==> src/rtl/sccb_pkg.sv <==
// Shared types and constants for the SCCB camera-init master.
package sccb_pkg;

   typedef enum logic [2:0] {
      PWRUP,
      FETCH,
      START,
      BIT,
      STOP,
      GAP,
      DELAY,
      DONE
   } state_t;

   localparam logic [15:0] TBL_END      = 16'hFFFF;
   localparam logic [15:0] TBL_DELAY    = 16'hFFF0;
   localparam logic [7:0]  DEV_ADDR_DEF = 8'h42;

   localparam int unsigned IDX_W      = 3;
   localparam int unsigned FRAME_BITS = 27;

endpackage

==> src/rtl/sccb_init_rom.sv <==
// Camera init table: {reg, val} per entry, with delay/end sentinels.
module sccb_init_rom
   import sccb_pkg::*;
(
   input  logic [IDX_W-1:0] idx,
   output logic [15:0]      entry_c
);

   // Fixed register/value sequence, terminated by TBL_END
   always_comb begin
      entry_c = TBL_END;
      unique case (idx)
         3'd0:    entry_c = 16'h1280;
         3'd1:    entry_c = TBL_DELAY;
         3'd2:    entry_c = 16'h1204;
         3'd3:    entry_c = 16'h1101;
         3'd4:    entry_c = 16'h0C00;
         3'd5:    entry_c = 16'h3E00;
         3'd6:    entry_c = 16'h40D0;
         default: entry_c = TBL_END;
      endcase
   end

endmodule

==> src/rtl/sccb_if.sv <==
// SCCB write-only master: walks the init table after reset, then raises init_done.
module sccb_if
   import sccb_pkg::*;
#(
   parameter int unsigned CLK_FREQ_HZ  = 25_000_000,
   parameter int unsigned SCL_FREQ_HZ  = 100_000,
   parameter logic [7:0]  DEV_ADDR     = DEV_ADDR_DEF,
   parameter int unsigned PWRUP_CYCLES = 25_000,
   parameter int unsigned DELAY_CYCLES = 250_000
) (
   input  logic clk_25,
   input  logic rst,
   output logic scl,
   output logic sda,
   output logic init_done
);

   localparam int unsigned QUARTER = CLK_FREQ_HZ / (4 * SCL_FREQ_HZ);
   localparam int unsigned MAX_PD  = (DELAY_CYCLES > PWRUP_CYCLES) ? DELAY_CYCLES : PWRUP_CYCLES;
   localparam int unsigned CNT_MAX = (MAX_PD > QUARTER) ? MAX_PD : QUARTER;
   localparam int unsigned CNT_W   = $clog2(CNT_MAX + 1);
   localparam int unsigned BIT_W   = $clog2(FRAME_BITS);

   state_t                  state, state_n;
   logic [CNT_W-1:0]        cnt, cnt_n;
   logic [1:0]              qn, qn_n;
   logic [BIT_W-1:0]        bitn, bitn_n;
   logic [IDX_W-1:0]        idx, idx_n;
   logic                    scl_n, sda_n, done_n;
   logic [15:0]             entry_c;
   logic [FRAME_BITS-1:0]   frame_c;
   logic                    q_end_c;
   logic                    q0_first_c;

   sccb_init_rom u_rom (
      .idx     (idx),
      .entry_c (entry_c)
   );

   // Three 9-bit phases: ID, reg, val, each followed by a driven-high don't-care bit
   assign frame_c    = {DEV_ADDR, 1'b1, entry_c[15:8], 1'b1, entry_c[7:0], 1'b1};
   assign q_end_c    = (cnt == CNT_W'(QUARTER - 1));
   // First cycle of q0: scl falls here, so sda holds one cycle to avoid a simultaneous edge
   assign q0_first_c = (qn == 2'd0) && (cnt == '0);

   // State, counters and registered bus outputs
   always_ff @(posedge clk_25 or negedge rst) begin
      if (!rst) begin
         state     <= PWRUP;
         cnt       <= '0;
         qn        <= '0;
         bitn      <= '0;
         idx       <= '0;
         scl       <= 1'b1;
         sda       <= 1'b1;
         init_done <= 1'b0;
      end else begin
         state     <= state_n;
         cnt       <= cnt_n;
         qn        <= qn_n;
         bitn      <= bitn_n;
         idx       <= idx_n;
         scl       <= scl_n;
         sda       <= sda_n;
         init_done <= done_n;
      end
   end

   // Next-state, quarter sequencing and next bus levels
   always_comb begin
      state_n = state;
      cnt_n   = cnt + CNT_W'(1);
      qn_n    = qn;
      bitn_n  = bitn;
      idx_n   = idx;
      scl_n   = 1'b1;
      sda_n   = 1'b1;
      done_n  = init_done;

      unique case (state)
         PWRUP: begin
            if (cnt == CNT_W'(PWRUP_CYCLES - 1)) begin
               cnt_n   = '0;
               state_n = FETCH;
            end
         end
         FETCH: begin
            cnt_n  = '0;
            qn_n   = '0;
            bitn_n = BIT_W'(FRAME_BITS - 1);
            if (entry_c == TBL_END) begin
               state_n = DONE;
               done_n  = 1'b1;
            end else if (entry_c == TBL_DELAY) begin
               state_n = DELAY;
            end else begin
               state_n = START;
            end
         end
         START: begin
            sda_n = (qn == 2'd0);
            if (q_end_c) begin
               cnt_n = '0;
               if (qn == 2'd2) begin
                  qn_n    = '0;
                  state_n = BIT;
               end else begin
                  qn_n = qn + 2'd1;
               end
            end
         end
         BIT: begin
            scl_n = qn[1];
            sda_n = q0_first_c ? sda : frame_c[bitn];
            if (q_end_c) begin
               cnt_n = '0;
               qn_n  = qn + 2'd1;
               if (qn == 2'd3) begin
                  if (bitn == '0) begin
                     state_n = STOP;
                  end else begin
                     bitn_n = bitn - BIT_W'(1);
                  end
               end
            end
         end
         STOP: begin
            scl_n = (qn != 2'd0);
            sda_n = q0_first_c ? sda : 1'b0;
            if (q_end_c) begin
               cnt_n = '0;
               if (qn == 2'd1) begin
                  qn_n    = '0;
                  state_n = GAP;
               end else begin
                  qn_n = qn + 2'd1;
               end
            end
         end
         GAP: begin
            if (q_end_c) begin
               cnt_n = '0;
               qn_n  = qn + 2'd1;
               if (qn == 2'd3) begin
                  idx_n   = idx + IDX_W'(1);
                  state_n = FETCH;
               end
            end
         end
         DELAY: begin
            if (cnt == CNT_W'(DELAY_CYCLES - 1)) begin
               cnt_n   = '0;
               idx_n   = idx + IDX_W'(1);
               state_n = FETCH;
            end
         end
         DONE: begin
            cnt_n = cnt;
         end
         default: begin
            state_n = PWRUP;
         end
      endcase
   end

endmodule

==> config.mk <==
export PLATFORM = sky130hd
export DESIGN_NAME = sccb_if
export DESIGN_NICKNAME = d
export VERILOG_FILES = /design/src/rtl/sccb_pkg.sv /design/src/rtl/sccb_init_rom.sv /design/src/rtl/sccb_if.sv
export SDC_FILE = /design/constraint.sdc
export NUM_CORES = 1
export LEC_CHECK = 0
export ABC_CLOCK_PERIOD_IN_PS = 3000
export CORE_AREA = 5 5 86 88
export CTS_BUF_LIST = sky130_fd_sc_hd__clkbuf_8
export CTS_CLUSTER_SIZE = 16
export DETAILED_ROUTE_END_ITERATION = 12
export DIE_AREA = 0 0 91 93
export GPL_TIMING_DRIVEN = 1
export PLACE_DENSITY_LB_ADDON = 0.15
export REMOVE_ABC_BUFFERS = 1
export SKIP_LAST_GASP = 1
export SLEW_MARGIN = 10
export SYNTH_ARGS = -nofsm -noshare
export SYNTH_HDL_FRONTEND = slang
export SYNTH_SLANG_ARGS = --single-unit
==> constraint.sdc <==
create_clock -name clk_25 -period 3 [get_ports clk_25]
set_clock_uncertainty 0.1 [all_clocks]
set_input_delay 0.9 -clock clk_25 [delete_from_list [all_inputs] [get_ports clk_25]]
set_output_delay 0.9 -clock clk_25 [all_outputs]
set_load 0.01 [all_outputs]
### After elaboration in Yosys (flattened, before gate mapping)

Index checks and enable logic that the tools add are counted.

| operators by class | value |
|---|---|
| equality and inequality tests | 36 |
| add/sub/neg operators | 4 |
| reductions and logical operators | 19 |
| muxes and demuxes | 39 |
| $lt $le $gt $ge | 1 |

Operators by type and width:

| cell | number |
|---|---|
| $pmux W16 S7 | 1 |
| $pmux W18 S4 | 1 |
| $mux W18 | 3 |
| $mux W3 | 16 |
| $eq A16 B16 Y1 const B | 2 |
| $ne A2 B2 Y1 const B | 14 |
| $eq A3 B3 Y1 const B | 7 |
| $pmux W3 S7 | 1 |
| $add A18 B1 Y18 const B | 1 |
| $eq A18 B15 Y1 const B | 1 |
| $eq A18 B18 Y1 const B | 1 |
| $eq A18 B6 Y1 const B | 1 |
| $logic_not A18 Y1 | 1 |
| $mux W5 | 3 |
| $eq A3 B2 Y1 const B | 4 |
| $reduce_and A12 Y1 | 1 |
| $reduce_and A4 Y1 | 3 |
| $mux W2 | 5 |
| $pmux W5 S2 | 1 |
| $pmux W2 S4 | 1 |
| $reduce_bool A7 Y1 | 1 |
| $eq A3 B1 Y1 const B | 2 |
| $logic_not A3 Y1 | 2 |
| $lt A5 B6 Y1 const B | 1 |
| 19 further kinds | 25 |

| word-level totals | value |
|---|---|
| register bits after elaboration | 34 |
| logic and storage cells | 107 |
| input bits | 2 |

### Depth between registers and ports, before layout

Gate-level depths: netlist of the first run.

| logic depth | value |
|---|---|
| depth after elaboration | 6 |
| gate-level depth with buffers | 9 |
| gate-level depth less buffers | 8 |

### Modules after synthesis

Synthesis of the first run repeated with hierarchy kept, for this count alone.

| second synthesis, totals | value |
|---|---|
| cell total of the unflattened synthesis | 290 |
| area total of the unflattened synthesis | 2,617.5 um2 |

By module, submodules not included:

| module | area an instance (um2) | cells an instance | instances | sequential area each (um2) |
|---|---|---|---|---|
| sccb_if | 2,461.1 | 269 | 1 | 853.3 |
| sccb_init_rom | 156.4 | 21 | 1 | 0.0 |

### Least setup slack after synthesis of the first run

No wires, ideal clock.

| path | value |
|---|---|
| path kind | reg-to-reg |
| start | register cnt[6] |
| end | register cnt[6] |
| arrival | 2.356 ns |
| cell stages (with the launch flop) | 8 |
| buffers on the path | 1 |
| setup slack | 0.426 ns |
| required time | 2.781 ns |
| clock period less this slack | 2.574 ns |
| library setup time | 0.119 ns |
| path through | dfrtp_1 -> or4_4 -> or4_4 -> nor4_4 -> a211oi_2 -> a211oi_4 -> buf_6 -> nor2_1 |

| on the way | value |
|---|---|
| longest elaborated chain between the ends | 3 |

RTL lines:

| item | line | RTL |
|---|---|---|
| start: declaration | sccb_if.sv:25 | `logic [CNT_W-1:0] cnt, cnt_n;` |
| start signal: assignment | sccb_if.sv:59 | `cnt <= cnt_n;` |
| $add A18 B1 Y18, or another cell as far along | sccb_if.sv:72 | `cnt_n = cnt + CNT_W'(1);` |
| $mux W18 (on tied branches) | n/a |  |
| $pmux W18 S4 (*) | sccb_if.sv:80 | `unique case (state)` |

Every way passes the cells marked *; elsewhere a longest branch is shown, timed or not.
A chain may end at the register's enable or synchronous reset.

### Worst setup path in the final report of the first run

| path | value |
|---|---|
| start | register cnt[12] |
| end | register cnt[15] |

Same word-level chain as after synthesis.

==> impl_metrics.toml, run 1 <==
[synth]
ys_types = 58
yosysTopAreaCellShare_pct = 31.8
synthArstFlopShare_pct = 100
netlist_top_cells_count = "nor2_1, dfrtp_1, ha_1, inv_1, a21oi_1"
yosys-top-cells-area = "dfrtp_1, ha_1, nor2_1"
yosys_most_used_dff = "dfrtp_1"
ys_warn_count = 0
syn_area_um2 = 2520
yosys.area.top_type = "dfrtp_1"
post-synth-top-count-cell = "nor2_1"
avgSynthCellArea_um2 = 8.74
synth-edff-count = 0
ys_seq_elements = 34
synth_seq_area_share_pct = 33.9
synthCells = 288

[timing]
maxSlewViolCount = 0
max_freq_mhz = 369
finalHoldViolations = 0
slew_headroom_pct = 42.2
setup_viol = 0
rsz0062_at_grt = "no"
period_needed_ns = 2.71
setup_ws_ns = 0.288
worst_slew_pin_slew_ns = 0.867
fin_setup_tns_ns = 0
fin_crit_sh_pct = 90.4

[setup_path]
r2r_slack_ns = 0.29
critPathLaunchType = "flop"
required_ns = 3.07
path_cells = "or4_1 -> or4_4 -> nor2_4 -> nor2_1 -> a211oi_4 -> buf_4 -> nor2_1"
r2r_cells = 7
critPathKind = "flop to flop"
rr_startpoint = "cnt[12]$_DFFE_PN0P_"
reg2reg_to = "cnt[15]$_DFFE_PN0P_"
arrival_ns = 2.79
crit_slowest_cell = "or4_1"
end_kind = "flop"
critical-path-top-delay-family = "simple AND/OR/NAND/NOR gates"
cp_max_fo = 16
worst-path-buf-inv = 1
cpPeakStageDelay_ns = 0.62
cp_common_cell = "nor2_1"

[min_path]
min_to = "sda$_DFFE_PN1P_"
hold-path-cell-count = 2
hp-class = "flop to flop"
hold_start = "sda$_DFFE_PN1P_"

[final_layout]
multi_input_area_um2 = 1490
fillers = 673
regArea_um2 = 853
layout-drive-gt1-share_pct = 11.0
layout.nets = 310
area_growth_pct = 6.76
diodes = 0

[route]
drc_errors = 0
ant_nets = 0
routed_via_density = 5.54
first_pass_iters = 4
vias = 2057
drtIter0Drc = 97
wl_per_cell_um = 15.4
drt_wl_total_mm = 5.70

[die]
dieArea_um2 = 8460
core_um2 = 6570
fp.dieW_um = 91
rows = 30
ios = 5
initial_core_util_pct = 38.3
die_height_um = 93

[clocking]
cts_hold_buffers = 0
cts_resized = 0
clkSinkCount = 34
cts_root_buf = "clkbuf_8"
cts_tree = "done"
cts_made_buffers = 5
clock_latency_ns = 0.29
h-tree-depth = 2
clk_pin_slew_ns = 0.07
post_cts_buffers = 0
max-clock-path-buffers = 2

[global_routing]
grt_overflow = 0
use_met1_pct = 20.6
grt.busiest_layer = "met2"
use_met2_pct = 21.3
globalRouteTotalUtil_pct = 14.3
grtUsageMet3_pct = 2.01
grt_pass1_vias = 1972
grt_max_degree = 35
antenna_found_initial = 0
grt_pass1_wl_mm = 9.95

[pwr]
power_uw = 838
powerDensity_nw_per_um2 = 312
power_leakage_nw = 1.16
ir_drop_mv = 0.176

[placement]
pre_cts_ws_ns = 0.292
dp_hpwl_mm = 4.09
place_congestion = 0.791
port_buffers = 4

[run]
maxCapViolations = 0

[outcome]
outcome = "finished clean"
-- routing by layer --
| metal | wire length (um) | vias to the layer above |
|---|---|---|
| met4 | 107 | 0 |
| met2 | 2440 | 45 |
| met3 | 184 | 10 |
| li1 | - | 1015 |
| met5 | 0 | - |
| met1 | 2970 | 987 |
-- area by class of cell --
class / count / area share [%]
inverter: 20 / 2.79
clock buffer: 6 / 3.07
multi-input combinational: 220 / 55.5
timing repair buffer: 9 / 2.70
tap: 80 / 3.72
sequential: 34 / 31.8
clock inverter: 2 / 0.466
-- metrics by stage --
| step | instance area, um2 | hold slack (ns) | std cells | utilization, % |
|---|---|---|---|---|
| finish | 2690 | 0.375 | 371 | 40.9 |
| floorplan | 2420 | 0.374 | 274 | - |
| global placement | 2590 | 0.363 | 363 | 39.5 |
| global route | 2690 | 0.407 | 371 | 40.9 |
| CTS | 2690 | 0.378 | 371 | 40.9 |
| detailed placement | 2590 | 0.365 | 363 | 39.5 |
-- worst register-to-register path: cells and delay by family, from the launching register on --
kind | cells | cell delay, ns
flops | 1 | 0.43
simple gates | 5 | 1.60
compound gates | 1 | 0.23
buf+inv | 1 | 0.24
-- cells by family (layout without fill, tap and decap cells) --
kind of cell    count (synthesis)  after routing  synth area share, %
buf+inv                        34             37                 6.86
compound gates                 56             56                 15.0
flops                          34             34                 33.9
xor+xnor                       20             20                 6.96
simple gates                  119            119                 25.4
fa+ha+maj                      18             18                 8.95
mux                             7              7                 2.93
-- flip-flops by register name, indices dropped and copies added, names as in the netlist --
name / count
cnt: 18
bitn: 5
idx: 3
state: 3
qn: 2
init_done: 1
scl: 1
sda: 1
-- report_power, final --
| part | switching (mW) | internal (mW) |
|---|---|---|
| sequential | 0 | 0.458 |
| combinational | 0.00879 | 0.000432 |
| clock | 0.185 | 0.185 |
-- placed cells by master (no fill, tap or decap), types with 3 or more instances in the layout --
cell | netlist | layout
mux2_2 | 3 | 3
a21oi_1 | 16 | 16
nor2b_1 | 5 | 5
nor3_1 | 8 | 8
xnor2_1 | 9 | 9
clkbuf_8 | 3 | 6
xor2_1 | 11 | 11
dfrtp_1 | 32 | 32
nand4_1 | 10 | 10
nand2_1 | 15 | 15
mux2i_1 | 4 | 4
ha_1 | 18 | 18
nand4b_1 | 3 | 3
nor2_1 | 40 | 40
buf_4 | 2 | 5
nor4_1 | 7 | 7
or4_4 | 3 | 3
inv_1 | 18 | 18
clkdlybuf4s50_1 | 0 | 3
nand3_1 | 11 | 11
o21ai_0 | 12 | 12
-- worst max-delay path by stage --
stage,startpoint,end,slack (ns),depth (start not counted)
floorplan,cnt[6]$_DFFE_PN0P_,cnt[10]$_DFFE_PN0P_,0.39,6
detailed placement,cnt[12]$_DFFE_PN0P_,cnt[15]$_DFFE_PN0P_,0.29,7
finish,cnt[12]$_DFFE_PN0P_,cnt[15]$_DFFE_PN0P_,0.29,7
CTS,cnt[12]$_DFFE_PN0P_,cnt[15]$_DFFE_PN0P_,0.28,7
global placement,cnt[12]$_DFFE_PN0P_,cnt[15]$_DFFE_PN0P_,0.30,7
global route,cnt[12]$_DFFE_PN0P_,cnt[14]$_DFFE_PN0P_,0.15,7
Note: power is estimated with default switching activity, not from simulation.
==> inputs of run 2 (changes only) <==
ABC_AREA = 1   (was unset)
CORE_AREA = 5 5 88 90   (was 5 5 86 88)
DIE_AREA = 0 0 93 95   (was 0 0 91 93)
==> impl_metrics.toml, run 2 <==
[setup_path]
critical-path-top-delay-family = "flip-flops"
crit_slowest_cell = "dfstp_2"
worst-path-stages = 1
worst-path-buf-inv = 1
arrival_ns = 1.33
end_kind = "primary output"
critPathKind = "flop to primary output"
required_ns = 2.00
r2r_cells = 10
cpPeakStageDelay_ns = 0.53
cp_max_fo = 2
critPathLaunchType = "flop"
path_cells = "clkdlybuf4s50_1"

[placement]
place_inst = 453
dp_hpwl_mm = 4.69
port_buffers = 4
place_congestion = 0.873

[synth]
yosys-top-cells-area = "dfrtp_1, nand2_1, ha_1"
avgSynthCellArea_um2 = 7.09
ys_types = 36
post-synth-top-count-cell = "nand2_1"
synth-edff-count = 0
yosys.area.top_type = "dfrtp_1"
syn_area_um2 = 2630
synthCells = 370
ys_warn_count = 0
synth_seq_area_share_pct = 32.5
yosys_most_used_dff = "dfrtp_1"
netlist_top_cells_count = "nand2_1, nor2_1, inv_1, nand3_1, dfrtp_1"
ys_seq_elements = 34
yosysTopAreaCellShare_pct = 30.5
synthArstFlopShare_pct = 100

[clocking]
cts_root_buf = "clkbuf_8"
post_cts_buffers = 0
cts_hold_buffers = 0
clock_latency_ns = 0.29
clkSinkCount = 34
cts_tree = "done"
clk_pin_slew_ns = 0.07
cts_made_buffers = 5
cts_resized = 0
max-clock-path-buffers = 2
h-tree-depth = 2

[final_layout]
multi_input_area_um2 = 1570
reg_top3 = "cnt: 18 flops, bitn: 5 flops"
layout-drive-gt1-share_pct = 7.92
layout.nets = 398
diodes = 0
fillers = 752
post-route-util_pct = 40.4
layout_commonest_cell = "nand2_1"
regMostFlops = "cnt"
most-common-layout-cells = "nand2_1, inv_1, nor2_1"
final_cells = 461
area_growth_pct = 7.53
largest_reg_flops = 18
regArea_um2 = 853

[route]
ant_nets = 0
vias = 2369
wl_per_cell_um = 13.2
routed_via_density = 5.14
drtIter0Drc = 70
drc_errors = 0
first_pass_iters = 4
drt_wl_total_mm = 6.10

[die]
die_height_um = 95
rows = 31
fp.dieW_um = 93
ios = 5
initial_core_util_pct = 37.6
core_um2 = 6980
dieArea_um2 = 8840

[timing]
max_freq_mhz = 428
period_needed_ns = 2.33
rsz0062_at_grt = "no"
maxSlewViolCount = 0
setup_viol = 0
fin_setup_tns_ns = 0
slew_headroom_pct = 48.1
worst_slew_pin_slew_ns = 0.778
fin_crit_sh_pct = 77.8
finalHoldViolations = 0

[global_routing]
grt_overflow = 0
grt_max_degree = 35
grt_pass1_wl_mm = 10.6
antenna_found_initial = 0
globalRouteTotalUtil_pct = 15.1
grt_pass1_vias = 2332

[outcome]
outcome = "finished clean"

[run]
maxCapViolations = 0

[pwr]
power_leakage_nw = 1.31
powerDensity_nw_per_um2 = 280
power_uw = 789
ir_drop_mv = 0.194

[min_path]
hold-path-cell-count = 2
hp-class = "flop to flop"
## run 2: cell types whose count changed after synthesis, moves of 6 or more
cell and change:
nor2_1 +9, clkbuf_1 -7, inv_1 +28, nand3_1 +24
xnor2_1 -8, nor4_1 -6, nor3_1 +9, o21ai_0 +9
nand2_1 +68
## run 2: logic make-up (layout without fill, tap and decap cells)
| logic type | count (synthesis) | in the layout | synth area share (%) |
|---|---|---|---|
| AO/OA/AOI/OAI | 43 | 43 | 9.20 |
| adder cells (fa/ha/maj) | 18 | 18 | 8.58 |
| XOR/XNOR | 13 | 13 | 4.34 |
| buffers and inverters | 52 | 61 | 7.77 |
| flip-flops | 34 | 34 | 32.5 |
| AND/OR/NAND/NOR | 210 | 210 | 37.6 |
## run 2: path summary, 6_finish.rpt
check,from,slack (ns),end
max reg2reg,idx[2]$_DFFE_PN0P_,0.87,state[0]$_DFFE_PN0P_
min reg2reg,init_done$_DFFE_PN0P_,0.37,init_done$_DFFE_PN0P_
min,init_done$_DFFE_PN0P_,0.37,init_done$_DFFE_PN0P_
max in group asynchronous,rst,1.71,state[1]$_DFFE_PN0P_
min in group asynchronous,rst,0.58,idx[0]$_DFFE_PN0P_
max,sda$_DFFE_PN1P_,0.67,sda
## run 2: metrics by stage
stage	area, um2	hold WS [ns]	setup WS (ns)
CTS	2820	0.384	0.649
detailed placement	2740	0.363	0.854
finish	2820	0.371	0.665
floorplan	2610	0.375	1.10
global placement	2740	0.357	0.854
global route	2820	0.392	0.619
## run 2: cell type report
class / instances / share of cell area [%]
Sequential cell: 34 / 30.2
Timing Repair Buffer: 4 / 1.24
Multi-Input combinational cell: 284 / 55.5
Tap cell: 82 / 3.63
Inverter: 49 / 6.52
Clock inverter: 3 / 0.399
Clock buffer: 5 / 2.44
## run 2: per-layer routing
metal,track usage [%],share of wire [%],vias up
met1,17.6,46,1130
met4,3.66,0.90,0
met2,27.7,51,24
li1,-,-,1210
met5,0,0,-
met3,3.59,2.5,5
## run 2: worst reg2reg max path: stages, from the launching register on
cell,delay (ns)
dfrtp_1,0.47
inv_1,0.12
ha_1,0.25
nor2_1,0.14
nand2_1,0.20
nand2_1,0.16
nand4_1,0.10
or2_2,0.31
nand3_1,0.07
nand3_1,0.07
nand2_1,0.06
## run 2: power breakdown
group	switching (mW)	internal (mW)	leakage (nW)
Clock	0.167	0.155	0.0519
Sequential	0	0.458	0.454
Combinational	0.00876	0.000469	0.807
Total	0.176	0.614	1.31
==> inputs of run 3 (changes only) <==
ABC_CLOCK_PERIOD_IN_PS = 2300   (was 3000)
clock period = 2.3 ns   (was 3 ns; I/O delays follow)
==> impl_metrics.toml, run 3 (synthesis gave the netlist of run 2 again) <==
[outcome]
outcome = "finished clean"

[route]
wl_per_cell_um = 12.8
wl_met3_um = 129
routed_via_density = 5.04
top_layer = "met4"
drt_wl_total_mm = 5.99
dr_wl_met2_mm = 2.99
drtIter0Drc = 68
drc_errors = 0
ant_nets = 0
wirelength_met1_mm = 2.81
vias = 2355
first_pass_iters = 4

[die]
initial_core_util_pct = 37.6
rows = 31
dieArea_um2 = 8840
core_um2 = 6980
die_height_um = 95
fp.dieW_um = 93
ios = 5

[setup_path]
required_ns = 1.51
worst-path-buf-inv = 1
path_cells = "clkdlybuf4s50_1"
cpPeakStageDelay_ns = 0.55
critPathLaunchType = "flop"
critical-path-top-delay-family = "flip-flops"
crit_slowest_cell = "dfstp_2"
critPathKind = "flop to primary output"
cp_max_fo = 2
arrival_ns = 1.37
end_kind = "primary output"

[clocking]
cts_tree = "done"
cts_hold_buffers = 0
h-tree-depth = 2
cts_made_buffers = 5
max-clock-path-buffers = 2
clock_latency_ns = 0.29
cts_root_buf = "clkbuf_8"
post_cts_buffers = 0
clk_pin_slew_ns = 0.08
clkSinkCount = 34

[final_layout]
area_growth_pct = 10.2
largest_reg_flops = 18
layout.nets = 404
fillers = 749
regArea_um2 = 855
reg_top3 = "cnt: 18 flops, bitn: 5 flops"
regMostFlops = "cnt"
final_cells = 467
layout_commonest_cell = "nand2_1"
most-common-layout-cells = "nand2_1, nor2_1, inv_1"
diodes = 0
layout-drive-gt1-share_pct = 10.1
multi_input_area_um2 = 1570

[pwr]
p_sw_share_pct = 22.1
seqPwrFrac_pct = 55.7
clkPwrFrac_pct = 43.0
p_comb_share_pct = 1.3
powerDensity_nw_per_um2 = 371
p_switching_uw = 237
internal_power_uw = 837
ir_drop_mv = 0.197
power_leakage_nw = 1.34

[global_routing]
grt_pass1_vias = 2392
grt_pass1_wl_mm = 10.6
grt_overflow = 0
globalRouteTotalUtil_pct = 15.0
antenna_found_initial = 0
grt_max_degree = 35

[timing]
hold-worst-slack_ns = 0.335
rsz0062_at_grt = "no"
finalHoldViolations = 0
maxSlewViolCount = 0
slew_headroom_pct = 69.1
worst_slew_pin_slew_ns = 0.463
setup_viol = 0
period_needed_ns = 2.16
fin_crit_sh_pct = 93.7
max_freq_mhz = 464
fin_setup_tns_ns = 0

[placement]
dp_hpwl_mm = 4.58
place_congestion = 0.839
place_inst = 459
port_buffers = 4

[run]
maxCapViolations = 0

[min_path]
hp-class = "primary input to async pin"
==> run 3: cell count changes in the layout (fill, tap and decap cells not counted) <==
cell / previous run / this run
buf_4: 0 / 5
inv_1: 49 / 47
buf_12: 0 / 1
clkbuf_8: 5 / 6
clkinv_2: 0 / 1
dfrtp_1: 32 / 31
dfrtp_2: 0 / 1
==> run 3: worst paths after layout <==
kind                                             from                    end  slack (ns)  cells after the start
worst max-delay path                  sda$_DFFE_PN1P_                    sda        0.14                      1
worst min-delay path                              rst    bitn[3]$_DFFE_PN0P_        0.33                      2
worst max register to register     idx[0]$_DFFE_PN0P_   state[0]$_DFFE_PN0P_        0.18                     10
worst min register to register  init_done$_DFFE_PN0P_  init_done$_DFFE_PN0P_        0.39                      2
max in group asynchronous                         rst        sda$_DFFE_PN1P_        1.42                      2
min in group clk_25             init_done$_DFFE_PN0P_  init_done$_DFFE_PN0P_        0.39                      2
==> run 3: area by class of cell <==
| type | count | share of cell area [%] |
|---|---|---|
| Multi-Input combinational cell | 284 | 54.2 |
| Inverter | 49 | 6.36 |
| Clock inverter | 2 | 0.303 |
| Sequential cell | 34 | 29.5 |
| Timing Repair Buffer | 10 | 3.20 |
| Tap cell | 82 | 3.55 |
| Clock buffer | 6 | 2.85 |
==> run 3: stage by stage <==
step                      utilization, %  power (mW)  setup slack (ns)  area (um2)
final                               41.4        1.07             0.145        2890
after global routing                41.4        1.13            0.0426        2890
after CTS                           41.4        1.10             0.126        2890
after detailed placement            40.1       0.624             0.183        2800
after global placement              40.1       0.624             0.299        2800
after floorplan                        -       0.609             0.398        2610
==> run 3: power groups by stage <==
stage                       logic, mW  clock network [mW]  registers (mW)
final                          0.0139               0.462           0.598
after global routing           0.0169               0.515           0.597
after CTS                      0.0152               0.483           0.598
after detailed placement       0.0153                   0           0.609
after global placement         0.0152                   0           0.609
after floorplan           0.000000791                   0           0.609
==> run 3: what timing repair did <==
action                                  4_1_cts  5_1_grt
resized for setup                             0        1
endpoints found under the setup margin        0        2
endpoints found under the hold margin         0        0
==> run 3: metal layers <==
layer,GRT usage (%),vias to the layer above
met1,17.3,1096
met4,4.15,0
li1,-,1230
met5,0,-
met3,3.19,7
met2,28.1,22
